===== config.mk =====
export PLATFORM = sky130hd
export DESIGN_NAME = button_arbiter_flat
export DESIGN_NICKNAME = d
export VERILOG_FILES = /design/src/rtl/button_pkg.sv /design/src/rtl/button_arbiter_if.sv /design/src/rtl/rr_arbiter.sv /design/src/rtl/button_arbiter.sv /design/src/flat_wrapper.sv
export SDC_FILE = /design/constraint.sdc
export NUM_CORES = 1
export LEC_CHECK = 0
export BUFFER_PORTS_ARGS = -buffer_cell sky130_fd_sc_hd__clkbuf_2
export CAP_MARGIN = 0
export CORE_MARGIN = 2
export CORE_UTILIZATION = 50
export DETAILED_ROUTE_END_ITERATION = 16
export PLACE_DENSITY = 0.71
export SYNTH_ARGS = -nofsm -noshare
export SYNTH_HDL_FRONTEND = slang
export SYNTH_SLANG_ARGS = --single-unit
export TNS_END_PERCENT = 1

===== constraint.sdc =====
create_clock -name clk -period 1.9 [get_ports clk]
set_input_delay 0.19 -clock clk [delete_from_list [all_inputs] [get_ports clk]]
set_output_delay 0.19 -clock clk [all_outputs]
set_load 0.05 [all_outputs]

===== src/rtl/button_pkg.sv =====
// Shared types and defaults for the button press arbiter.
package button_pkg;

   typedef enum logic [1:0] {
      StIdle,
      StOffer,
      StLockout
   } state_e;

   localparam int unsigned DefaultNumButtons    = 4;
   // 50 ms at a 20 ns clock
   localparam int unsigned DefaultLockoutCounts = 2500000;

endpackage


===== src/rtl/button_arbiter_if.sv =====
// Press handshake towards the game FSM: the arbiter is master, the consumer is slave.
interface button_arbiter_if
   import button_pkg::*;
#(
   parameter int unsigned NUM_BUTTONS = DefaultNumButtons
);
   localparam int unsigned IdxW = $clog2(NUM_BUTTONS);

   logic            press_valid;
   logic [IdxW-1:0] press_index;
   logic            press_ready;

   modport master (
      output press_valid,
      output press_index,
      input  press_ready
   );

   modport slave (
      input  press_valid,
      input  press_index,
      output press_ready
   );
endinterface


===== src/rtl/rr_arbiter.sv =====
// Combinational round-robin pick: first request searching upward from last_grant+1.
module rr_arbiter #(
   parameter int unsigned NUM_BUTTONS = 4,
   localparam int unsigned IdxW = $clog2(NUM_BUTTONS)
) (
   input  logic [NUM_BUTTONS-1:0] req_i,
   input  logic [IdxW-1:0]        last_grant_i,
   output logic [IdxW-1:0]        grant_o,
   output logic                   any_req_o
);

   int unsigned            start_idx;
   logic [NUM_BUTTONS-1:0] req_rot;
   logic                   found;

   always_comb begin
      start_idx = (32'(last_grant_i) + 32'd1) % NUM_BUTTONS;
      // Rotate so bit 0 is the highest-priority requester.
      req_rot   = NUM_BUTTONS'({req_i, req_i} >> start_idx);
      grant_o   = '0;
      found     = 1'b0;
      any_req_o = |req_i;
      for (int unsigned k = 0; k < NUM_BUTTONS; k++) begin
         if (!found && req_rot[k]) begin
            found   = 1'b1;
            grant_o = IdxW'((start_idx + k) % NUM_BUTTONS);
         end
      end
   end

endmodule


===== src/rtl/button_arbiter.sv =====
// Serialises button rising edges into a valid/ready press stream with a post-press lockout.
module button_arbiter
   import button_pkg::*;
#(
   parameter int unsigned NUM_BUTTONS    = DefaultNumButtons,
   parameter int unsigned LOCKOUT_COUNTS = DefaultLockoutCounts
) (
   input  logic                   clk,
   input  logic                   rst,
   input  logic                   enable_i,
   input  logic [NUM_BUTTONS-1:0] buttons_i,
   button_arbiter_if.master       press_if,
   output logic [NUM_BUTTONS-1:0] pending_o
);

   localparam int unsigned     IdxW    = $clog2(NUM_BUTTONS);
   localparam int unsigned     CntW    = (LOCKOUT_COUNTS > 0) ? $clog2(LOCKOUT_COUNTS + 1) : 1;
   localparam logic [CntW-1:0] CntLast = (LOCKOUT_COUNTS > 0) ? CntW'(LOCKOUT_COUNTS - 1) : '0;
   localparam logic [CntW-1:0] CntMax  = '1;

   logic [NUM_BUTTONS-1:0] prev_q;
   logic [NUM_BUTTONS-1:0] pending_q, pending_d;
   logic [NUM_BUTTONS-1:0] rise, hs_mask;
   logic                   handshake;
   state_e                 state_q;
   logic                   valid_q;
   logic [IdxW-1:0]        index_q;
   logic [IdxW-1:0]        last_grant_q;
   logic [CntW-1:0]        cnt_q;
   logic [IdxW-1:0]        grant;
   logic                   any_req;

   always_comb begin
      rise      = buttons_i & ~prev_q;
      handshake = enable_i & valid_q & press_if.press_ready;
      hs_mask   = handshake ? (NUM_BUTTONS'(1) << index_q) : '0;
      // A rise in the handshake cycle wins over the clear, so the re-press survives.
      pending_d = enable_i ? ((pending_q & ~hs_mask) | rise) : '0;
   end

   always_ff @(posedge clk) begin
      if (rst) begin
         prev_q    <= '0;
         pending_q <= '0;
      end else begin
         prev_q    <= buttons_i;
         pending_q <= pending_d;
      end
   end

   rr_arbiter #(
      .NUM_BUTTONS (NUM_BUTTONS)
   ) u_rr (
      .req_i        (pending_q),
      .last_grant_i (last_grant_q),
      .grant_o      (grant),
      .any_req_o    (any_req)
   );

   always_ff @(posedge clk) begin
      if (rst) begin
         state_q      <= StIdle;
         valid_q      <= 1'b0;
         index_q      <= '0;
         last_grant_q <= IdxW'(NUM_BUTTONS - 1);
         cnt_q        <= '0;
      end else if (!enable_i) begin
         // Flush any offer in flight; the press is dropped without a handshake.
         state_q <= StIdle;
         valid_q <= 1'b0;
         cnt_q   <= '0;
      end else begin
         unique case (state_q)
            StIdle: begin
               if (any_req) begin
                  index_q <= grant;
                  valid_q <= 1'b1;
                  state_q <= StOffer;
               end
            end
            StOffer: begin
               if (press_if.press_ready) begin
                  valid_q      <= 1'b0;
                  last_grant_q <= index_q;
                  cnt_q        <= '0;
                  state_q      <= (LOCKOUT_COUNTS == 0) ? StIdle : StLockout;
               end
            end
            StLockout: begin
               if (cnt_q == CntLast) begin
                  state_q <= StIdle;
               end else if (cnt_q != CntMax) begin
                  cnt_q <= cnt_q + CntW'(1);
               end
            end
            default: state_q <= StIdle;
         endcase
      end
   end

   assign press_if.press_valid = valid_q;
   assign press_if.press_index = index_q;
   assign pending_o            = pending_q;

endmodule


===== src/flat_wrapper.sv =====
// flat-port wrapper written by rule: the top's interface ports become plain ports
module button_arbiter_flat import button_pkg::*;
#(
   parameter int unsigned NUM_BUTTONS    = DefaultNumButtons,
   parameter int unsigned LOCKOUT_COUNTS = DefaultLockoutCounts
)
  (clk, rst, enable_i, buttons_i, pending_o, press_if_press_valid, press_if_press_index, press_if_press_ready);
  button_arbiter_if #(.NUM_BUTTONS(NUM_BUTTONS)) press_if_i ();
  input  logic clk;
  input  logic rst;
  input  logic enable_i;
  input  logic [NUM_BUTTONS-1:0] buttons_i;
  output logic [NUM_BUTTONS-1:0] pending_o;
  output wire logic [$bits(press_if_i.press_valid)-1:0] press_if_press_valid;
  output wire logic [$bits(press_if_i.press_index)-1:0] press_if_press_index;
  input wire logic [$bits(press_if_i.press_ready)-1:0] press_if_press_ready;
  assign press_if_press_valid = press_if_i.press_valid;
  assign press_if_press_index = press_if_i.press_index;
  assign press_if_i.press_ready = press_if_press_ready;
  button_arbiter #(.NUM_BUTTONS(NUM_BUTTONS), .LOCKOUT_COUNTS(LOCKOUT_COUNTS)) u_core (.clk(clk), .rst(rst), .enable_i(enable_i), .buttons_i(buttons_i), .press_if(press_if_i), .pending_o(pending_o));
endmodule

==> results of run 1 <==
[cells by family after synthesis]
family / synth area share
adder cells (fa/ha/maj): 0.00629
multiplexers: 0.0101
buffers and inverters: 0.0434
AO/OA/AOI/OAI: 0.255
AND/OR/NAND/NOR: 0.313
flip-flops: 0.372
[cell usage in the layout, fill, tap and decap left out, types with 3 or more instances in the layout]
cell,n
dfxtp_1,35
a21oi_1,15
nand4_1,6
nor2_1,11
and4_1,3
o311ai_1,3
a31oi_1,8
clkbuf_2,14
and3_1,3
inv_1,6
o311ai_0,3
nor3_1,6
nor2b_1,7
o211ai_1,3
nor4_1,5
o31ai_1,3
clkbuf_8,5
nand2_1,31
nand3_1,14
o21ai_0,11
buf_4,33
o221a_1,3
nand2b_1,4
[per-stage QoR]
step                utilization  hold WS [ns]  instance area (um2)
floorplan                     -         0.259                 1990
global placement          0.613         0.415                 2300
detailed placement        0.613         0.426                 2300
CTS                       0.646         0.126                 2420
global route              0.656         0.146                 2460
finish                    0.656         0.126                 2460
[state kept, by name (all words and copies together), names as in the netlist]
name                         flops
u_core.press_if.press_index      2
u_core.last_grant_q              2
u_core.prev_q                    4
u_core.cnt_q                    22
u_core.pending_o                 4
u_core.press_if.press_valid      1
u_core.state_q                   2
[report_power, final]
part	leakage, nW	total [mW]	switching (mW)	internal (mW)
clock network	0.0543	0.702	0.309	0.393
logic	0.608	0.150	0.0982	0.0513
registers	0.301	0.804	0.0140	0.790
total	0.964	1.66	0.421	1.23
[routing by layer]
layer	routed length, um	vias to the layer above	track usage
met5	0	-	0
met4	45	0	0.0765
met3	279	6	0.0422
met2	2570	61	0.429
met1	2350	944	0.325
li1	-	995	-
[synth_stat cells, drive strengths merged (3+ instances only)]
master / count
dfxtp: 37
nand2: 31
a21oi: 16
nand3: 14
nor2: 13
o21ai: 13
nand4: 9
a31oi: 8
clkbuf: 7
nor2b: 7
nor4: 7
inv: 6
nor3: 6
o311ai: 6
buf: 5
nand2b: 4
o31ai: 4
and3: 3
and4: 3
o211ai: 3
o221a: 3
[timing repair]
action | 4_1_cts | 5_1_grt
setup endpoints to repair | 4 | 14
pin swaps | 0 | 6
gates resized for setup | 2 | 7
hold buffers | 0 | 0
setup buffers | 0 | 2
[final cells by class]
class | instances | share of cell area
Timing Repair Buffer | 48 | 0.134
Clock buffer | 5 | 0.0280
Clock inverter | 3 | 0.0188
Inverter | 6 | 0.00916
Tap cell | 48 | 0.0244
Sequential cell | 37 | 0.302
Multi-Input combinational cell | 182 | 0.483
[how the worst max path moves through the flow]
| stage | start | endpoint |
|---|---|---|
| after global placement | u_core.cnt_q[0] | u_core.cnt_q[15] |
| after floorplan | u_core.cnt_q[0] | u_core.cnt_q[12] |
| after global routing | u_core.cnt_q[1] | u_core.cnt_q[18] |
| final | u_core.cnt_q[1] | u_core.cnt_q[15] |
| after detailed placement | u_core.cnt_q[0] | u_core.cnt_q[15] |
| after CTS | u_core.cnt_q[0] | u_core.cnt_q[18] |
==> impl_metrics.ini, run 1 <==
[cts]
cts_root_buffer = clkbuf_8
path_clk_slew_ns = 0.08
ctsHtreeMaxLevel = 2
cts_inserted_buffers = 5
clock_latency_ns = 0.29
cts_buffer_depth = 2
clock_sinks = 37
cts_tree = yes

[grt]
grt_pass1_wl_mm = 8.71
first_global_vias = 1904
grt.total_usage = 0.253
grt_start_max_net_pins = 17
grt_overflow = 0
antenna_found_initial = 0

[floorplan]
pin_count = 15
row_count = 22
dieHeight_um = 67.1
coreArea_um2 = 3740
dieWidth_um = 67.1
die_area_um2 = 4500
start_util = 0.531

[sta]
fmax_ghz = 0.547
rsz0062_at_grt = yes
worstMarginPinSlew_ns = 0.566
setup_viol = 0
period_needed_ns = 1.83
finalCritPeriodShare = 0.963
finClkSkew_ns = 0.00497
finalHoldViolCount = 0
relSlewSlack = 0.622
slew_viol_final = 0
tns_ns = 0
worst_slack_ns = 0.0705

[yosys]
synth_cell_types = 51
synth-seq-cells = 37
synth_top_area_frac = 0.372
ys.flop_type = dfxtp_1
synth_fp_nets = 246
synthCells = 237
synth-edff-count = 0
synth_area_leaders = dfxtp_1, nand2_1, a21oi_1, nand3_1, o21ai_0
yosysTopAreaCell = dfxtp_1
syn-cell-area_um2 = 1990
async_flop_share = 0
synth_warnings = 0
syn_avg_cell_area_um2 = 8.39
yosysSeqAreaShare = 0.372

[finish]
register_area_um2 = 743
layout-drive-gt1-share = 0.256
multi_input_area_um2 = 1190
fill_cells = 345
antenna_cells = 0
stdcell_count = 329
area_delta_synth_final_pct = 23.5
nNetsFinal = 289

[job]
max_cap_viol_count = 0

[drt]
dr.pass1.iters = 4
vias = 2006
post_drt_wl_per_cell_um = 15.9
ant_nets = 0
wirelength_mm = 5.25
post_drt_via_cell_ratio = 6.10
drtIter0Drc = 153
drc = 0

[pwr]
irDropWorstVdd_mv = 0.515
p_leak_nw = 0.964
power_mw = 1.66
p_per_area_nw_per_um2 = 674

[placement]
place.gp.congestion = 0.842
pre_cts_slack_ns = 0.0210
dp_hpwl_mm = 3.73
placed_cells = 319
port_buffers = 14

[critical_path]
endpoint_kind = register
critPathArrivalTime_ns = 2.05
critical-path-max-stage-delay_ns = 0.36
cp_slowest_cell = nor4_4
worstPathRequired_ns = 2.12
path_depth = 7
crit_type = reg -> reg
startpoint_type = register
worst_r2r_endpoint = u_core.cnt_q[15]
r2r_cells = 7
crit_family = compound AO/OA/AOI/OAI gates
crit_chain = ha_2 -> nand4_2 -> nor4_4 -> a21o_2 -> buf_4 -> o311ai_0 -> o21ai_0
r2r_start = u_core.cnt_q[1]
crit_fanout = 9
cp_num_buf_inv = 1
r2r_slack_ns = 0.07

[hold_path]
hp-start = buttons_i[1]
holdPathEnd = u_core.prev_q[1]
hp-class = in -> reg
hold_depth = 2

[status]
outcome = finished clean
(Power assumes the default switching activity.)
==> run 2, diff against run 1 <==
- PLACE_DENSITY: 0.71 -> 0.74
==> run 2 against run 1 <==
Compared with the run above: worst setup slack worse by 0.036 ns; global-route usage is 1.5 points higher; register-to-register slack worse by 0.04 ns; non-clock buffer count is 6 lower; sequential cell count stayed put; critical path type unchanged; largest cell class unchanged; largest power group unchanged.
==> impl_metrics.ini, run 2 (synthesis gave the netlist of run 1 again) <==
[status]
outcome = finished clean

[critical_path]
worstPathRequired_ns = 2.11
endpoint_kind = register
critPathArrivalTime_ns = 2.08
crit_type = reg -> reg
crit_fanout = 10
startpoint_type = register

[placement]
place.gp.congestion = 0.855
port_buffers = 14
placed_area_um2 = 2240
dp_hpwl_mm = 3.74
placed_cells = 312

[sta]
worstMarginPinSlew_ns = 0.460
period_needed_ns = 1.87
fmax_ghz = 0.536
tns_ns = 0
finalCritPeriodShare = 0.982
finalHoldViolCount = 0
finClkSkew_ns = 0.00355
rsz0062_at_grt = yes
holdWs_ns = 0.116
slew_viol_final = 0
setup_viol = 0
relSlewSlack = 0.693

[cts]
cts_tree = yes
cts_inserted_buffers = 5
clock_sinks = 37
clock_latency_ns = 0.30
path_clk_slew_ns = 0.07
cts_root_buffer = clkbuf_8
ctsHtreeMaxLevel = 2
ctsHoldBuffers = 0
cts_buffer_depth = 2

[drt]
drtIter0Drc = 210
ant_nets = 0
dr.pass1.iters = 5
wirelength_mm = 5.41
vias = 2054
post_drt_wl_per_cell_um = 16.8
drc = 0
post_drt_via_cell_ratio = 6.38

[pwr]
irDropWorstVdd_mv = 0.394
p_per_area_nw_per_um2 = 636
p_leak_nw = 0.926

[floorplan]
dieHeight_um = 67.1
coreArea_um2 = 3740
start_util = 0.531
die_area_um2 = 4500
row_count = 22
dieWidth_um = 67.1
pin_count = 15

[grt]
grt.total_usage = 0.268
first_global_vias = 1873
grt_pass1_wl_mm = 8.98
grt_overflow = 0
antenna_found_initial = 0
grt_start_max_net_pins = 15

[finish]
antenna_cells = 0
nNetsFinal = 283
stdcell_count = 322
layout_common_cells = dfxtp_1, nand2_1, buf_4
largest_reg_flops = 22
final_area_um2 = 2390
final_util = 0.639
layout_commonest_cell = dfxtp_1
top_register = u_core.cnt_q
fill_cells = 346
area_delta_synth_final_pct = 20.3
layout-drive-gt1-share = 0.245

[hold_path]
hp-class = in -> reg

[job]
max_cap_viol_count = 0
==> run 2: changes by cell type in the layout (fill, tap and decap cells not counted), sizes merged <==
cell      before  now
buf           34   28
bufinv         1    0
clkbuf        19   21
clkinv         1    0
clkinvlp       1    0
==> run 2: routing by layer <==
layer | vias up | track usage | routed length [um]
li1 | 982 | - | -
met1 | 965 | 0.337 | 2320
met2 | 88 | 0.420 | 2550
met3 | 19 | 0.0811 | 391
met4 | 0 | 0.117 | 140
met5 | - | 0 | 0
==> run 2: timing repair <==
action                                  in CTS  in global routing
buffers inserted                             0                  3
resized for setup                            1                 10
endpoints found under the setup margin       8                 18
pin swaps                                    0                  4
==> run 2: layout make-up <==
cell class,count,area [um2],share of cell area
Clock buffer,7,86.3,0.0361
Inverter,6,22.5,0.00941
Multi-Input combinational cell,182,1200,0.501
Timing Repair Buffer,42,280,0.117
Tap cell,48,60.1,0.0251
Sequential cell,37,744,0.311
==> run 2: worst paths after layout <==
path	startpoint	end	slack (ns)	cells after the start
min reg2reg	u_core.prev_q[3]	u_core.pending_o[3]	0.48	2
max reg2reg	u_core.cnt_q[14]	u_core.cnt_q[13]	0.03	6
min	buttons_i[0]	u_core.prev_q[0]	0.12	2
max	u_core.cnt_q[14]	u_core.cnt_q[13]	0.03	6
==> run 2: through the flow <==
stage / setup slack [ns] / power (mW)
5_1_grt: -0.0567 / 1.59
4_1_cts: 0.0100 / 1.52
2_1_floorplan: 0.0496 / 0.917
3_3_place_gp: 0.0652 / 0.961
3_5_place_dp: -0.0642 / 0.963
6_report: 0.0350 / 1.52
==> run 2: where the power goes <==
part	total, mW	leakage (nW)	internal (mW)	switching (mW)
logic	0.144	0.580	0.0477	0.0966
registers	0.805	0.302	0.790	0.0148
clock network	0.572	0.0443	0.288	0.285
total	1.52	0.926	1.13	0.396
==> run 2: critical path: stages (launching register included) <==
cell and delay, ns:
dfxtp_1 0.36, nor4_1 0.40, nand4_1 0.27, nor2_1 0.21
buf_4 0.21, nor2_4 0.09, a311oi_2 0.24
==> run 3, diff against run 2 <==
- PLACE_DENSITY: 0.74 -> 0.71
- clock period: 1.9 -> 2.36 ns (I/O delays scaled with it)
==> run 3 against run 2 <==
Compared with the run above: sequential power down 19%; worst setup slack improved by 0.34 ns; sequential share of layout area is 1.6 points higher; largest power group unchanged; critical endpoint is now u_core.cnt_q[10]; cell count decreased by 4.7%; utilization down 3.4 points; hold slack better by 0.068 ns; clock power increased by 2%; via count shrank 9.0%; critical path depth stayed put; sequential cell count stayed put.
==> impl_metrics.ini, run 3 (synthesis gave the netlist of run 1 again) <==
[status]
outcome = finished clean

[critical_path]
worst_r2r_endpoint = u_core.cnt_q[10]
crit_chain = and3b_1 -> nor2_1 -> a21o_1 -> buf_4 -> o311ai_0 -> o41ai_1
cp_slowest_cell = dfxtp_1
critPathArrivalTime_ns = 2.15
critical-path-max-stage-delay_ns = 0.43
worstPathRequired_ns = 2.52
r2r_slack_ns = 0.37
crit_fanout = 14
startpoint_type = register
crit_type = reg -> reg
r2r_start = u_core.state_q[0]
r2r_cells = 6
endpoint_kind = register

[pwr]
power_frac_comb = 0.083
seqPwrFrac = 0.484
p_leak_nw = 0.856
p_sw_uw = 327
p_clk_frac = 0.433
p_sw_frac = 0.244
p_per_area_nw_per_um2 = 592
intPower_mw = 1.01
power_mw = 1.34
irDropWorstVdd_mv = 0.362

[finish]
largest_reg_flops = 22
nNetsFinal = 267
stdcell_count = 307
final_area_um2 = 2270
layout_commonest_cell = dfxtp_1
area_delta_synth_final_pct = 13.9
layout-drive-gt1-share = 0.170
layout_common_cells = dfxtp_1, nand2_1, a21oi_1
final_util = 0.605
top_register = u_core.cnt_q
antenna_cells = 0

[placement]
pre_cts_slack_ns = 0.364
placed_area_um2 = 2150
place.gp.congestion = 0.856
port_buffers = 14
dp_hpwl_mm = 3.53
placed_cells = 299

[sta]
holdWs_ns = 0.184
tns_ns = 0
period_needed_ns = 1.99
rsz0062_at_grt = no
finalHoldViolCount = 0
worstMarginPinSlew_ns = 0.623
worst_slack_ns = 0.372
setup_viol = 0
slew_viol_final = 0
fmax_ghz = 0.503
relSlewSlack = 0.584
finalCritPeriodShare = 0.842
finClkSkew_ns = 0.00847

[hold_path]
hold_depth = 3
hp-start = buttons_i[0]
holdPathEnd = u_core.pending_o[0]
hp-class = in -> reg

[grt]
grt_pass1_wl_mm = 8.48
grt_start_max_net_pins = 19
grt_overflow = 0
first_global_vias = 1799
grt.total_usage = 0.252
antenna_found_initial = 0

[drt]
post_drt_wl_per_cell_um = 16.2
drtIter0Drc = 127
vias = 1870
wirelength_mm = 4.97
ant_nets = 0
dr.pass1.iters = 4
drc = 0
post_drt_via_cell_ratio = 6.09

[floorplan]
coreArea_um2 = 3740
pin_count = 15
dieHeight_um = 67.1
dieWidth_um = 67.1
die_area_um2 = 4500
start_util = 0.531
row_count = 22

[cts]
cts_root_buffer = clkbuf_8
ctsHoldBuffers = 0
cts_tree = yes
post-cts-setup-buffers = 0
cts_buffer_depth = 2
clock_sinks = 37
clock_latency_ns = 0.30
path_clk_slew_ns = 0.08
cts.repair.resized = 0
cts_inserted_buffers = 5
ctsHtreeMaxLevel = 2

[job]
max_cap_viol_count = 0
## run 3: worst max-delay path by stage
stage | from | endpoint | slack (ns) | cells after the start
2_1_floorplan | u_core.cnt_q[0] | u_core.cnt_q[12] | 0.51 | 7
3_3_place_gp | u_core.cnt_q[0] | u_core.cnt_q[12] | 0.43 | 7
3_5_place_dp | u_core.cnt_q[0] | u_core.cnt_q[12] | 0.36 | 7
4_1_cts | u_core.cnt_q[0] | u_core.cnt_q[12] | 0.37 | 7
5_1_grt | u_core.cnt_q[0] | u_core.cnt_q[18] | 0.17 | 7
6_report | u_core.state_q[0] | u_core.cnt_q[10] | 0.37 | 6
## run 3: power groups by stage
stage / registers (mW) / clock network [mW] / logic [mW]
global placement: 0.663 / 0 / 0.108
finish: 0.649 / 0.581 / 0.111
detailed placement: 0.663 / 0 / 0.109
floorplan: 0.681 / 0 / 0.0571
global route: 0.651 / 0.614 / 0.120
CTS: 0.648 / 0.588 / 0.111
## run 3: metal layers
metal	up-vias	GRT usage	share of wire
met2	46	0.410	0.47
met3	7	0.0439	0.050
li1	949	-	-
met1	868	0.330	0.47
met5	-	0	0
met4	0	0.0944	0.012
## run 3: final cells by class
class                           instances  area, um2
Fill cell                             340       1480
Clock buffer                            6       82.6
Tap cell                               48       60.1
Timing Repair Buffer                   26        160
Multi-Input combinational cell        182       1160
Inverter                                6       22.5
Sequential cell                        37        741
Clock inverter                          2       37.5
## run 3: critical path: cells and delay by family, from the launching register on
family / cells / cell delay, ns
AO/OA/AOI/OAI: 3 / 0.72
AND/OR/NAND/NOR: 2 / 0.51
flip-flops: 1 / 0.43
buffers and inverters: 1 / 0.19
